--- config.mk ---
export PLATFORM = sky130hd
export DESIGN_NAME = axis_frame_arbiter
export DESIGN_NICKNAME = d
export VERILOG_FILES = /design/src/rtl/axis_frame_arbiter.sv
export SDC_FILE = /design/constraint.sdc
export NUM_CORES = 1
export LEC_CHECK = 0
export ABC_AREA = 0
export BUFFER_PORTS_ARGS = -buffer_cell sky130_fd_sc_hd__buf_2
export CELL_PAD_IN_SITES_DETAIL_PLACEMENT = 2
export CELL_PAD_IN_SITES_GLOBAL_PLACEMENT = 2
export CORE_AREA = 2 2 89 91
export CTS_CLUSTER_DIAMETER = 40
export CTS_CLUSTER_SIZE = 20
export DETAILED_ROUTE_END_ITERATION = 7
export DIE_AREA = 0 0 91 93
export HOLD_SLACK_MARGIN = 0.12
export MAX_ROUTING_LAYER = met4
export PLACE_DENSITY = 0.78
export SYNTH_ARGS = -nofsm -noshare
export SYNTH_HDL_FRONTEND = slang
export SYNTH_SLANG_ARGS = --single-unit
--- constraint.sdc ---
create_clock -name clk -period 3.9 [get_ports clk]
set_input_delay 0.39 -clock clk [delete_from_list [all_inputs] [get_ports clk]]
set_output_delay 0.39 -clock clk [all_outputs]
set_load 0.1 [all_outputs]
--- src/rtl/axis_frame_arbiter.sv ---
// Two-input AXI-Stream frame arbiter: grants whole video frames round-robin,
// flushes idle mid-frame inputs so the shared datapath only sees complete frames.
module axis_frame_arbiter #(
  parameter int C_PIXEL_WIDTH = 8,
  parameter int C_IMG_HBITS   = 12
) (
  input  logic                     clk,
  input  logic                     reset,
  input  logic [C_IMG_HBITS-1:0]   height,
  input  logic [C_PIXEL_WIDTH-1:0] s0_axis_tdata,
  input  logic                     s0_axis_tuser,
  input  logic                     s0_axis_tlast,
  input  logic                     s0_axis_tvalid,
  output logic                     s0_axis_tready,
  input  logic [C_PIXEL_WIDTH-1:0] s1_axis_tdata,
  input  logic                     s1_axis_tuser,
  input  logic                     s1_axis_tlast,
  input  logic                     s1_axis_tvalid,
  output logic                     s1_axis_tready,
  output logic [C_PIXEL_WIDTH-1:0] m_axis_tdata,
  output logic                     m_axis_tuser,
  output logic                     m_axis_tlast,
  output logic                     m_axis_tvalid,
  input  logic                     m_axis_tready,
  output logic                     m_sel,
  output logic                     busy,
  output logic                     frame_err
);

  typedef enum logic {IDLE, PASS} state_t;

  state_t                 r_state, w_next;
  logic                   r_rr_ptr, r_sel, r_frame_err, r_started;
  logic [C_IMG_HBITS-1:0] r_line_cnt, r_height;
  logic                   w_req0, w_req1, w_gnt, w_hs, w_early, w_last_line;
  logic [C_IMG_HBITS-1:0] w_cnt_base;

  always_ff @(posedge clk or posedge reset) begin
    if (reset) r_state <= IDLE;
    else       r_state <= w_next;
  end

  always_comb begin
    w_next         = r_state;
    m_axis_tdata   = r_sel ? s1_axis_tdata : s0_axis_tdata;
    m_axis_tuser   = r_sel ? s1_axis_tuser : s0_axis_tuser;
    m_axis_tlast   = r_sel ? s1_axis_tlast : s0_axis_tlast;
    m_axis_tvalid  = 1'b0;
    s0_axis_tready = 1'b0;
    s1_axis_tready = 1'b0;
    w_req0         = s0_axis_tvalid & s0_axis_tuser;
    w_req1         = s1_axis_tvalid & s1_axis_tuser;
    w_gnt          = (w_req0 & w_req1) ? r_rr_ptr : w_req1;
    w_hs           = 1'b0;
    w_early        = 1'b0;
    w_cnt_base     = r_line_cnt;
    w_last_line    = 1'b0;
    case (r_state)
      IDLE: begin
        // SOF pixels are held as requests; anything else is mid-frame debris
        s0_axis_tready = s0_axis_tvalid & ~s0_axis_tuser;
        s1_axis_tready = s1_axis_tvalid & ~s1_axis_tuser;
        if (w_req0 | w_req1) w_next = PASS;
      end
      PASS: begin
        m_axis_tvalid = r_sel ? s1_axis_tvalid : s0_axis_tvalid;
        if (r_sel) s1_axis_tready = m_axis_tready;
        else       s0_axis_tready = m_axis_tready;
        w_hs    = m_axis_tvalid & m_axis_tready;
        w_early = w_hs & m_axis_tuser & ((r_line_cnt != '0) | r_started);
        if (w_early) w_cnt_base = '0;
        w_last_line = w_hs & m_axis_tlast & (w_cnt_base == r_height - 1'b1);
        if (w_last_line) w_next = IDLE;
      end
      default: w_next = IDLE;
    endcase
  end

  always_ff @(posedge clk or posedge reset) begin
    if (reset) begin
      r_rr_ptr    <= 1'b0;
      r_sel       <= 1'b0;
      r_line_cnt  <= '0;
      r_height    <= '0;
      r_started   <= 1'b0;
      r_frame_err <= 1'b0;
    end else begin
      r_frame_err <= w_early;
      if (r_state == IDLE) begin
        if (w_req0 | w_req1) begin
          r_sel      <= w_gnt;
          r_line_cnt <= '0;
          r_height   <= (height == '0) ? C_IMG_HBITS'(1) : height;
          r_started  <= 1'b0;
        end
      end else if (w_hs) begin
        r_started <= 1'b1;
        if (w_last_line)       r_rr_ptr   <= ~r_sel;
        else if (m_axis_tlast) r_line_cnt <= w_cnt_base + 1'b1;
        else                   r_line_cnt <= w_cnt_base;
      end
    end
  end

  assign m_sel     = r_sel;
  assign busy      = (r_state == PASS);
  assign frame_err = r_frame_err;

endmodule

# ---- Word-level counts from Yosys, hierarchy flattened
# Index checks and enable logic that the tools add are counted.
dict set report word_totals {
  register_bits 29
  latchBits 0
  ramBits 0
  rom_bits 0
  input_bits 37
  out_inout_bits 16
  wordCells 63
  n_memories 0
}
dict set report classes {
  addsub 2
  multipliers 0
  n_div 0
  magnitude_cmp 0
  eq_ne 3
  shift 0
  muxes 28
  bitwise 16
  n_reduce_logical 7
}
# op n
set op_table {}
lappend op_table {{two-way mux 12 bit} 9}
lappend op_table {{two-way mux 1 bit} 15}
lappend op_table {{adder 12 x 1 -> 12 bit (second input constant)} 1}
lappend op_table {{== test 12 bit} 1}
lappend op_table {{zero test 12 bit} 1}
lappend op_table {{nonzero test 12 bit} 1}
lappend op_table {{subtractor 12 x 1 -> 12 bit (second input constant)} 1}
lappend op_table {{AND 1 bit} 10}
lappend op_table {{two-way mux 8 bit} 1}
lappend op_table {{one-hot mux 1 bit (2 select lines)} 3}
lappend op_table {{AND reduction 3 bit} 2}
lappend op_table {{inverter 1 bit} 4}
lappend op_table {{AND reduction 2 bit} 2}
lappend op_table {{inequality test 2 x 1 -> 1 bit (second input constant)} 1}
lappend op_table {{inequality test 2 bit (second input constant)} 1}
lappend op_table {{bitwise OR 1 bit} 2}
lappend op_table {{nonzero test 2 bit} 1}

# ---- Longest topological paths before layout
# Gate-level depths: netlist of the first run.
dict set report logic_depth {
  depth_word 12
  ltp_mapped 14
  ltp_nobuf 12
}

# ---- Worst setup path before layout of the first run
# No wires, ideal clock.
dict set report synth_timing {
  path_kind {register to output}
  from {reg r_state (netlist: busy)}
  to {out s0_axis_tready}
  arrival_ps 3439
  required_time_ps 3510
  slack_ps 71
  path_stages_with_launch 6
  path_buffers 2
  cell_sequence {dfrtp_1 -> clkbuf_1 -> inv_1 -> buf_2 -> nand2_1 -> o21ai_0}
}
dict set report synth_between {
  elab_chain_cells 2
}
# item line_no
set synth_rtl {}
lappend synth_rtl {{from (decl)} 32} ;# state_t r_state, w_next;
lappend synth_rtl {{from (signal assigned)} 40} ;# else r_state <= w_next;
lappend synth_rtl {{inverter 1 bit (no line)} n/a}
lappend synth_rtl {{one-hot mux 1 bit (2 select lines) (*)} 58} ;# case (r_state)
lappend synth_rtl {{to (decl)} 14} ;# output logic s0_axis_tready,
# Every way passes the cells marked *; elsewhere a longest branch is shown, timed or not.

# ---- Final worst setup path of the first run
dict set report layout_timing {
  from {reg r_height[0]}
  to {reg r_line_cnt[2]}
}
dict set report layout_between {
  elab_chain_cells 6
}
# item line_no
set layout_rtl {}
lappend layout_rtl {{from (decl)} 34} ;# logic [C_IMG_HBITS-1:0] r_line_cnt, r_height;
lappend layout_rtl {{from (signal assigned)} 93} ;# r_height <= (height == '0) ? C_IMG_HBITS'(1) : height;
lappend layout_rtl {{subtractor 12 x 1 -> 12 bit} 72} ;# w_last_line = w_hs & m_axis_tlast & (w_cnt_base == r_height - 1'b1);
lappend layout_rtl {{== test 12 bit} 72}
lappend layout_rtl {{AND 1 bit} 72}
lappend layout_rtl {{two-way mux 1 bit} 58}
lappend layout_rtl {{inequality test 2 bit (no line)} n/a}
lappend layout_rtl {{AND reduction 3 bit (no line)} n/a}
lappend layout_rtl {{to (signal assigned)} 99} ;# else if (m_axis_tlast) r_line_cnt <= w_cnt_base + 1'b1;
lappend layout_rtl {{to (signal assigned)} 100} ;# else r_line_cnt <= w_cnt_base;
lappend layout_rtl {{to (decl)} 34}
# No other way between the ends.
# A chain may end at the register's enable or synchronous reset.

==> flow_summary_export.csv, run 1 <==
group,metric,value,unit
final_layout,final_nets,356,
global_route,grt_start_max_net_pins,30,
flow_run,maxCapViolations,0,
synth,area_fraction_in_compound_gates_after_synthesis,0.198,
pwr,comb_power_share,0.404,
outcome,result_of_the_run,"completed",
global_route,grt_first_pass_wirelength,12600,µm
timing,maxClockFrequency,282,MHz
pwr,pwr_density_cell,457,nW/µm²
final_layout,drive_gt1_frac,0.308,
setup_path,cp.required,4080,ps
floorplanning,die_width,91,µm
placed_design,place.detailed.instances,412,
clocking,reg_clk_slew_reported_paths,80,ps
synth,post_synth_mux_area_share,0.106,
setup_path,r2r_cells,11,
timing,timing.final.setup_violations,0,
setup_path,path_class,"reg2reg",
synth,synth_top_family_by_area,"simple AND/OR/NAND/NOR gates",
route,route.antenna.remaining_nets,0,
pwr,internal-power,0.732,mW
global_route,vias_in_the_first_global_route,2569,
synth,synth.top_cells.by_area,"sky130_fd_sc_hd__dfrtp_1 31%, sky130_fd_sc_hd__mux2_2 9.7%, sky130_fd_sc_hd__nand3_1 3.5%",
pwr,clock_power_share,0.263,
timing,timing.final.ws_setup,353,ps
global_route,grt_usage,0.190,
synth,synth_area_leader_cell,"sky130_fd_sc_hd__dfrtp_1",
pwr,total_power,1.27,mW
clocking,clock_path_buffers,2,
timing,clock_skew,12.1,ps
timing,period_needed,3550,ps
setup_path,critPathArrivalTime,3730,ps
clocking,tritoncts.num_buffers,5,
timing,timing.max_slew.rel_slack,0.627,
synth,synthesis.nets,309,
route,drtPass1Iterations,4,
synth,asyncSetResetFlopFracSynth,1.00,
placed_design,place_hpwl,5820,µm
final_layout,design_area,2780,µm²
setup_path,start_kind,"flip-flop",
synth,synth-warning-count,0,
setup_path,timing.critical_path.fanout_max,20,
synth,post_synth_and_or_nand_nor_area_fraction,0.263,
worst_hold_path,timing.hold.worst.class,"in2async",
global_route,overflow,0,
synth,yosys.cell_types.count,53,
route,route.vias.total,2360,
synth,post_synth_adder_cell_area,0.0108,
final_layout,nFillCells,888,
timing,grt_setup_unrepaired,"no",
synth,synth-edff-count,0,
clocking,root_buffer,"sky130_fd_sc_hd__clkbuf_8",
final_layout,sequential_cell_area,726,µm²
final_layout,layout.cells.most_common_list,"52 x sky130_fd_sc_hd__buf_2, 29 x sky130_fd_sc_hd__dfrtp_1, 21 x sky130_fd_sc_hd__nand2_1",
floorplanning,die_extent_in_y,93,µm
floorplanning,top_level_ports,53,
timing,finalCritPeriodShare,0.909,
setup_path,cp_slowest_stage_delay,560,ps
clocking,clock_tree_from_tritoncts,"done",
pwr,lkg_pwr,1.18,nW
synth,synth_ff_type,"sky130_fd_sc_hd__dfrtp_1",
clocking,hold_buffers,0,
route,routed_wirelength,7430,µm
setup_path,worstSetupEndpointType,"flip-flop",
placed_design,detailedPlace.worstSlack,315,ps
final_layout,post_layout_nonfiller_instances,420,
final_layout,total_inserted_antenna_cells,0,
setup_path,cells_traversed_along_the_worst_timing_path,"inv_1, ha_1, or3b_2, or4_1, nand4_1, o2111ai_1, or4_4, o41ai_4, buf_4, nor4_1, a211o_1",
synth,synthesis.area,2310,µm²
synth,yosys.area_share.xor_xnor,0.0454,
placed_design,io_buffers,52,
clocking,htree_levels,2,
route,detail_route.iter0.violations,51,
floorplanning,initial_utilization,0.307,
global_route,grt_antenna_before_repair,0,
placed_design,place.gp.congestion,0.816,
final_layout,layout.cells.most_common,"sky130_fd_sc_hd__buf_2",
synth,synth_sequential_area_ratio,0.314,
clocking,cts_sinks,29,
final_layout,area_growth,20.2,%
timing,finalSetupTns,0,ps
route,route.detailed.drc,0,
pwr,power.net_switching,0.539,mW
synth,synth-seq-cells,29,
synth,synth_area_per_cell,8.57,µm²
synth,post-synth-top-area-fraction,0.314,
clocking,worst_skew_pair.late_latency,290,ps
pwr,vdd_drop_max,170,µV
timing,slew_violations,0,
floorplanning,die-area,8460,µm²
route,wl_per_cell,17.7,µm
final_layout,multi_input_comb_area,1450,µm²
floorplanning,core.rowCount,32,
route,vias_per_cell,5.62,
pwr,power_frac_seq,0.333,
pwr,p_sw_frac,0.424,
placed_design,dpl_cell_area,2660,µm²
floorplanning,fp.coreArea,7530,µm²
timing,tightestPinTransition,545,ps
setup_path,slowest_stage,"sky130_fd_sc_hd__or3b_2",
synth,netlist_instances,270,
timing,hold_violations,0,
## logic make-up (layout without fill, tap and decap cells)
family,count (synthesis),after routing
and+or+nand+nor,111,111
AOI/OAI and AO/OA,63,63
buffers and inverters,31,79
DFF,29,29
muxes,22,22
xor gates and xnor gates,12,12
adders and majority gates,2,2
## critical path, delay by kind of cell, from the launching register on
kind | cells | cell delay [ps]
adder cells (fa/ha/maj) | 1 | 230
AND/OR/NAND/NOR | 5 | 1790
AO/OA/AOI/OAI | 3 | 590
buffers and inverters | 2 | 360
flip-flops | 1 | 470
## stage by stage
| step | utilization | hold slack, ps |
|---|---|---|
| after floorplan | - | 468 |
| after global placement | 0.353 | 491 |
| after CTS | 0.369 | 199 |
| after detailed placement | 0.353 | 502 |
| final | 0.369 | 178 |
| after global routing | 0.369 | 224 |
## power by group through the flow
stage | Combinational, mW | Clock, mW | Sequential, mW
3_5_place_dp | 0.516 | 0 | 0.427
2_1_floorplan | 0.435 | 0 | 0.397
3_3_place_gp | 0.496 | 0 | 0.425
4_1_cts | 0.521 | 0.340 | 0.422
6_report | 0.514 | 0.334 | 0.424
5_1_grt | 0.562 | 0.355 | 0.432
## flip-flops by register name, summed over array words and instances, names as in the netlist
| signal | flops |
|---|---|
| m_sel | 1 |
| frame_err | 1 |
| r_height | 12 |
| r_rr_ptr | 1 |
| r_line_cnt | 12 |
| r_started | 1 |
| busy | 1 |
## synth_stat cells (4+ instances only)
cell type and count:
sky130_fd_sc_hd__or4_1 7, sky130_fd_sc_hd__mux2_2 20, sky130_fd_sc_hd__clkbuf_1 12, sky130_fd_sc_hd__and2_1 4, sky130_fd_sc_hd__or3_1 4, sky130_fd_sc_hd__nand3_1 16
sky130_fd_sc_hd__inv_1 11, sky130_fd_sc_hd__nor2_1 16, sky130_fd_sc_hd__xor2_1 5, sky130_fd_sc_hd__a21oi_1 7, sky130_fd_sc_hd__nand2_1 21, sky130_fd_sc_hd__o21ai_0 6
sky130_fd_sc_hd__o41ai_1 4, sky130_fd_sc_hd__nor4_1 8, sky130_fd_sc_hd__nor3_1 7, sky130_fd_sc_hd__o31ai_1 7, sky130_fd_sc_hd__o21a_1 4, sky130_fd_sc_hd__dfrtp_1 29
sky130_fd_sc_hd__buf_2 5, sky130_fd_sc_hd__o2111ai_1 5, sky130_fd_sc_hd__nand4_1 7, sky130_fd_sc_hd__o21ai_1 9, sky130_fd_sc_hd__xnor2_1 7, sky130_fd_sc_hd__and3_1 4
## path summary, 6_finish.rpt
kind	end	start	slack [ps]
worst max-delay path	r_line_cnt[2]	r_height[0]	350
worst min-delay path	frame_err	reset	180
min in group clk	r_height[1]	height[1]	340
worst min register to register	r_height[11]	r_height[11]	530
max in group asynchronous	r_height[4]	reset	3430
worst max register to register	r_line_cnt[2]	r_height[0]	350
## layout make-up
type,count,share of cell area
clock buffer,7,0.0311
clock inverter,1,0.0108
inverter,11,0.0149
multi-input combinational,210,0.521
sequential,29,0.261
tap,102,0.0459
timing repair buffer,60,0.115
## metal layers
layer | vias up | track usage | wire (µm)
met5 | - | - | 0
met4 | 0 | 0.0455 | 102
met3 | 7 | 0.0193 | 171
met2 | 46 | 0.349 | 3850
met1 | 1193 | 0.224 | 3300
li1 | 1114 | - | -
## what timing repair did
action | 4_1_cts | 5_1_grt
hold endpoints to repair | 0 | 0
setup endpoints to repair | 0 | 1
setup buffers | 0 | 0
resized for setup | 0 | 1
No activity file was read; power rests on OpenSTA's default activity.
==> run 2: changes to the inputs <==
--- a/config.mk
+++ b/config.mk
@@ -6,7 +6,7 @@
 export NUM_CORES = 1
 export LEC_CHECK = 0
 export ABC_AREA = 0
-export BUFFER_PORTS_ARGS = -buffer_cell sky130_fd_sc_hd__buf_2
+export BUFFER_PORTS_ARGS = -buffer_cell sky130_fd_sc_hd__clkbuf_2
 export CELL_PAD_IN_SITES_DETAIL_PLACEMENT = 2
 export CELL_PAD_IN_SITES_GLOBAL_PLACEMENT = 2
 export CORE_AREA = 2 2 89 91
==> run 2 against run 1 <==
Net effect: critical path depth stayed put; sequential share of layout area is 0.48 points higher; clock power is 30% lower; fmax is 0.98% lower; non-clock buffer count is 1 lower; sequential cell count stayed put; clock skew is 6.7 ps lower; global-route usage is 0.39 points higher; register-to-register slack worse by 40 ps; combinational power hardly changed; cell area is 1.8% lower; sequential power hardly changed.
==> flow_summary_export.csv, run 2 (synthesis gave the netlist of run 1 again) <==
group,metric,value,unit
placed_design,place.detailed.instances,411,
final_layout,post_layout_nonfiller_instances,417,
final_layout,nFillCells,911,
final_layout,drive_gt1_frac,0.305,
setup_path,start_kind,"flip-flop",
global_route,grt_antenna_before_repair,0,
pwr,comb_power_share,0.437,
setup_path,critPathArrivalTime,3750,ps
final_layout,area_growth,18.0,%
global_route,overflow,0,
timing,timing.max_slew.rel_slack,0.565,
clocking,worst_skew_pair.late_latency,280,ps
timing,timing.final.setup_violations,0,
route,drtPass1Iterations,4,
clocking,reg_clk_slew_reported_paths,70,ps
global_route,vias_in_the_first_global_route,2646,
floorplanning,die-area,8460,µm²
floorplanning,core.rowCount,32,
route,route.antenna.remaining_nets,0,
pwr,total_power,1.17,mW
timing,maxClockFrequency,279,MHz
outcome,result_of_the_run,"completed",
setup_path,path_class,"reg2reg",
placed_design,detailedPlace.worstSlack,190,ps
pwr,power_frac_seq,0.363,
final_layout,layout.cells.most_common_list,"52 x sky130_fd_sc_hd__clkbuf_2, 29 x sky130_fd_sc_hd__dfrtp_1, 21 x sky130_fd_sc_hd__nand2_1",
pwr,pwr_density_cell,429,nW/µm²
route,vias_per_cell,5.68,
placed_design,place_hpwl,5850,µm
route,route.vias.total,2367,
pwr,clock_power_share,0.200,
floorplanning,fp.coreArea,7530,µm²
floorplanning,initial_utilization,0.307,
setup_path,cp.required,4070,ps
placed_design,dpl_cell_area,2650,µm²
pwr,vdd_drop_max,132,µV
pwr,p_sw_frac,0.453,
final_layout,reg.largest.list,"r_height x12, r_line_cnt x12",
timing,finalCritPeriodShare,0.918,
setup_path,worstSetupEndpointType,"flip-flop",
timing,hold_ws,149,ps
floorplanning,top_level_ports,53,
clocking,clock_tree_from_tritoncts,"done",
clocking,root_buffer,"sky130_fd_sc_hd__clkbuf_8",
final_layout,layout.cells.most_common,"sky130_fd_sc_hd__clkbuf_2",
clocking,htree_levels,2,
global_route,grt_start_max_net_pins,30,
final_layout,final_nets,355,
timing,grt_setup_unrepaired,"no",
timing,finalSetupTns,0,ps
floorplanning,die_width,91,µm
flow_run,maxCapViolations,0,
global_route,grt_first_pass_wirelength,13000,µm
setup_path,timing.critical_path.fanout_max,20,
placed_design,place.gp.congestion,0.831,
floorplanning,die_extent_in_y,93,µm
worst_hold_path,timing.hold.worst.class,"in2async",
pwr,internal-power,0.640,mW
placed_design,io_buffers,52,
route,detail_route.iter0.violations,74,
timing,timing.final.ws_setup,318,ps
clocking,tritoncts.num_buffers,5,
timing,slew_violations,0,
final_layout,design_area,2730,µm²
global_route,grt_usage,0.194,
pwr,power.net_switching,0.531,mW
timing,tightestPinTransition,652,ps
route,route.detailed.drc,0,
route,wl_per_cell,17.8,µm
route,routed_wirelength,7440,µm
final_layout,fin_util,0.363,
pwr,lkg_pwr,1.17,nW
timing,clock_skew,5.39,ps
clocking,cts_sinks,29,
clocking,clock_path_buffers,2,
final_layout,total_inserted_antenna_cells,0,
timing,hold_violations,0,
timing,period_needed,3580,ps
[run 2: layout make-up]
class                      instances  area (µm²)  area share
tap                              102         128      0.0467
clock buffer                       5        68.8      0.0252
timing repair buffer              59         313       0.115
multi-input combinational        210        1450       0.531
inverter                          11        41.3      0.0151
clock inverter                     1        5.00     0.00183
sequential                        29         726       0.266
[run 2: path summary, 6_finish.rpt]
check	start	to	slack (ps)	depth (start not counted)
setup reg to reg	r_height[0]	r_line_cnt[2]	320	11
max in group asynchronous	reset	r_line_cnt[9]	3440	3
hold reg to reg	r_height[11]	r_height[11]	530	1
setup / recovery	r_height[0]	r_line_cnt[2]	320	11
min in group clk	height[1]	r_height[1]	340	3
hold / removal	reset	r_height[11]	150	3
[run 2: worst max-delay path, stage by stage (launching register included)]
cell and delay, ps:
sky130_fd_sc_hd__dfrtp_1 480, sky130_fd_sc_hd__inv_1 100, sky130_fd_sc_hd__ha_1 230, sky130_fd_sc_hd__or3b_2 560
sky130_fd_sc_hd__or4_1 540, sky130_fd_sc_hd__nand4_1 130, sky130_fd_sc_hd__o2111ai_1 120, sky130_fd_sc_hd__or4_4 450
sky130_fd_sc_hd__o41ai_4 200, sky130_fd_sc_hd__buf_4 280, sky130_fd_sc_hd__nor4_1 80, sky130_fd_sc_hd__a211o_1 280
[run 2: what timing repair did]
item                                    4_1_cts  5_1_grt
endpoints found under the setup margin        0        2
hold buffers                                  0        0
resized for setup                             0        1
setup buffers                                 0        0
[run 2: layer usage]
metal  global-route usage  share of wire  vias up
met3               0.0226          0.039       15
met5                    -              0        -
met4               0.0631          0.023        0
met2                0.344           0.51       67
met1                0.230           0.43     1179
li1                     -              -     1106
[run 2: power groups by stage]
| stage | sequential [mW] | combinational, mW | clock (mW) |
|---|---|---|---|
| 3_5_place_dp | 0.429 | 0.516 | 0 |
| 3_3_place_gp | 0.425 | 0.496 | 0 |
| 2_1_floorplan | 0.397 | 0.435 | 0 |
| 4_1_cts | 0.425 | 0.518 | 0.247 |
| 5_1_grt | 0.433 | 0.561 | 0.257 |
| 6_report | 0.425 | 0.512 | 0.234 |
==> run 3: changes to the inputs <==
--- a/config.mk
+++ b/config.mk
@@ -16,7 +16,7 @@
 export DIE_AREA = 0 0 91 93
 export HOLD_SLACK_MARGIN = 0.12
 export MAX_ROUTING_LAYER = met4
-export PLACE_DENSITY = 0.78
+export PLACE_DENSITY_LB_ADDON = 0.1
 export SYNTH_ARGS = -nofsm -noshare
 export SYNTH_HDL_FRONTEND = slang
 export SYNTH_SLANG_ARGS = --single-unit
==> run 3 against run 2 <==
Net effect: wire length rose by 1.6%; cell count is 1.2% higher; fmax up 0.35%; combinational power up 3%; global-route usage is 0.40 points higher.
==> flow_summary_export.csv, run 3 (synthesis gave the netlist of run 1 again) <==
group,metric,value,unit
outcome,result_of_the_run,"completed",
placed_design,io_buffers,52,
clocking,worst_skew_pair.late_latency,290,ps
route,detail_route.iter0.violations,59,
route,routed_wirelength,7550,µm
floorplanning,core.rowCount,32,
setup_path,cp_num_buf_inv,2,
worst_hold_path,timing.hold.worst.class,"in2async",
setup_path,timing.critical_path.fanout_max,20,
final_layout,total_inserted_antenna_cells,0,
floorplanning,fp.coreArea,7530,µm²
timing,period_needed,3570,ps
timing,tightestPinTransition,716,ps
final_layout,layout.cells.most_common,"sky130_fd_sc_hd__clkbuf_2",
final_layout,nFillCells,896,
global_route,vias_in_the_first_global_route,2584,
global_route,grt_usage,0.198,
clocking,hold_buffers,0,
global_route,grt_antenna_before_repair,0,
floorplanning,top_level_ports,53,
timing,timing.final.setup_violations,0,
timing,maxClockFrequency,280,MHz
pwr,pwr_density_cell,445,nW/µm²
floorplanning,die-area,8460,µm²
setup_path,worstSetupEndpointType,"flip-flop",
global_route,grt_first_pass_wirelength,13000,µm
final_layout,area_growth,19.9,%
floorplanning,die_extent_in_y,93,µm
final_layout,reg.largest.list,"r_height x12, r_line_cnt x12",
setup_path,worst_path_depth,11,
timing,timing.max_slew.rel_slack,0.522,
clocking,clock_path_buffers,2,
clocking,post_cts_resized,0,
setup_path,path_class,"reg2reg",
pwr,vdd_drop_max,130,µV
route,route.vias.total,2312,
setup_path,start_kind,"flip-flop",
global_route,grt_start_max_net_pins,21,
final_layout,multi_input_comb_area,1440,µm²
placed_design,place_hpwl,5920,µm
floorplanning,initial_utilization,0.307,
final_layout,drive_gt1_frac,0.313,
final_layout,layout.cells.most_common_list,"52 x sky130_fd_sc_hd__clkbuf_2, 29 x sky130_fd_sc_hd__dfrtp_1, 21 x sky130_fd_sc_hd__nand2_1",
clocking,htree_levels,2,
setup_path,cp_slowest_stage_delay,560,ps
setup_path,critPathArrivalTime,3750,ps
setup_path,r2r_cells,11,
setup_path,cp.required,4080,ps
global_route,overflow,0,
route,wl_per_cell,17.9,µm
clocking,cts_sinks,29,
placed_design,dpl_cell_area,2670,µm²
route,drtPass1Iterations,4,
timing,hold_violations,0,
final_layout,final_nets,358,
clocking,reg_clk_slew_reported_paths,70,ps
flow_run,maxCapViolations,0,
final_layout,design_area,2770,µm²
timing,slew_violations,0,
final_layout,sequential_cell_area,726,µm²
setup_path,cells_traversed_along_the_worst_timing_path,"inv_1, ha_1, or3b_2, or4_1, nand4_1, o2111ai_1, or4_4, o41ai_4, buf_4, nor4_1, a211o_1",
route,route.detailed.drc,0,
route,route.antenna.remaining_nets,0,
timing,finalSetupTns,0,ps
timing,grt_setup_unrepaired,"no",
timing,finalCritPeriodShare,0.915,
route,vias_per_cell,5.48,
setup_path,slowest_stage,"sky130_fd_sc_hd__or3b_2",
clocking,root_buffer,"sky130_fd_sc_hd__clkbuf_8",
clocking,post-cts-setup-buffer-count,0,
clocking,tritoncts.num_buffers,5,
pwr,lkg_pwr,1.20,nW
placed_design,place.gp.congestion,0.786,
setup_path,crit_family,"simple AND/OR/NAND/NOR gates",
clocking,clock_tree_from_tritoncts,"done",
timing,clock_skew,5.51,ps
floorplanning,die_width,91,µm
run 3: layer usage:
layer,vias up,GRT usage,routed length [µm]
met4,0,0.0619,122
met2,50,0.331,3610
met5,-,-,0
li1,1115,-,-
met3,9,0.0250,234
met1,1138,0.251,3590
run 3: per-stage QoR:
step / cells / hold WS, ps / setup slack (ps) / total power [mW] / util
after floorplan: 270 / 468 / 70.6 / 0.832 / -
after global placement: 414 / 515 / 423 / 0.944 / 0.355
after detailed placement: 414 / 527 / 343 / 0.954 / 0.355
after CTS: 422 / 204 / 331 / 1.25 / 0.369
after global routing: 422 / 235 / 100 / 1.32 / 0.369
final: 422 / 189 / 331 / 1.23 / 0.369
run 3: where the power goes:
part | switching [mW] | internal (mW) | total [mW] | leakage, nW
Clock | 0.127 | 0.159 | 0.287 | 0.0542
Combinational | 0.341 | 0.187 | 0.527 | 0.792
Sequential | 0.0779 | 0.342 | 0.420 | 0.354
run 3: path summary, 6_finish.rpt:
check,from,endpoint,slack [ps]
worst min register to register,r_started,r_started,540
min in group clk,height[1],r_height[1],340
max in group asynchronous,reset,r_line_cnt[4],3040
worst max-delay path,r_height[0],r_line_cnt[2],330
worst min-delay path,reset,r_height[9],190
worst max register to register,r_height[0],r_line_cnt[2],330
run 3: final cells by class:
type | count | share of cell area
well taps | 102 | 0.0460
flip-flops and latches | 29 | 0.262
multi-input cells | 210 | 0.520
repair buffers | 62 | 0.121
clock inverters | 1 | 0.00180
clock buffers | 7 | 0.0347
inverters | 11 | 0.0149
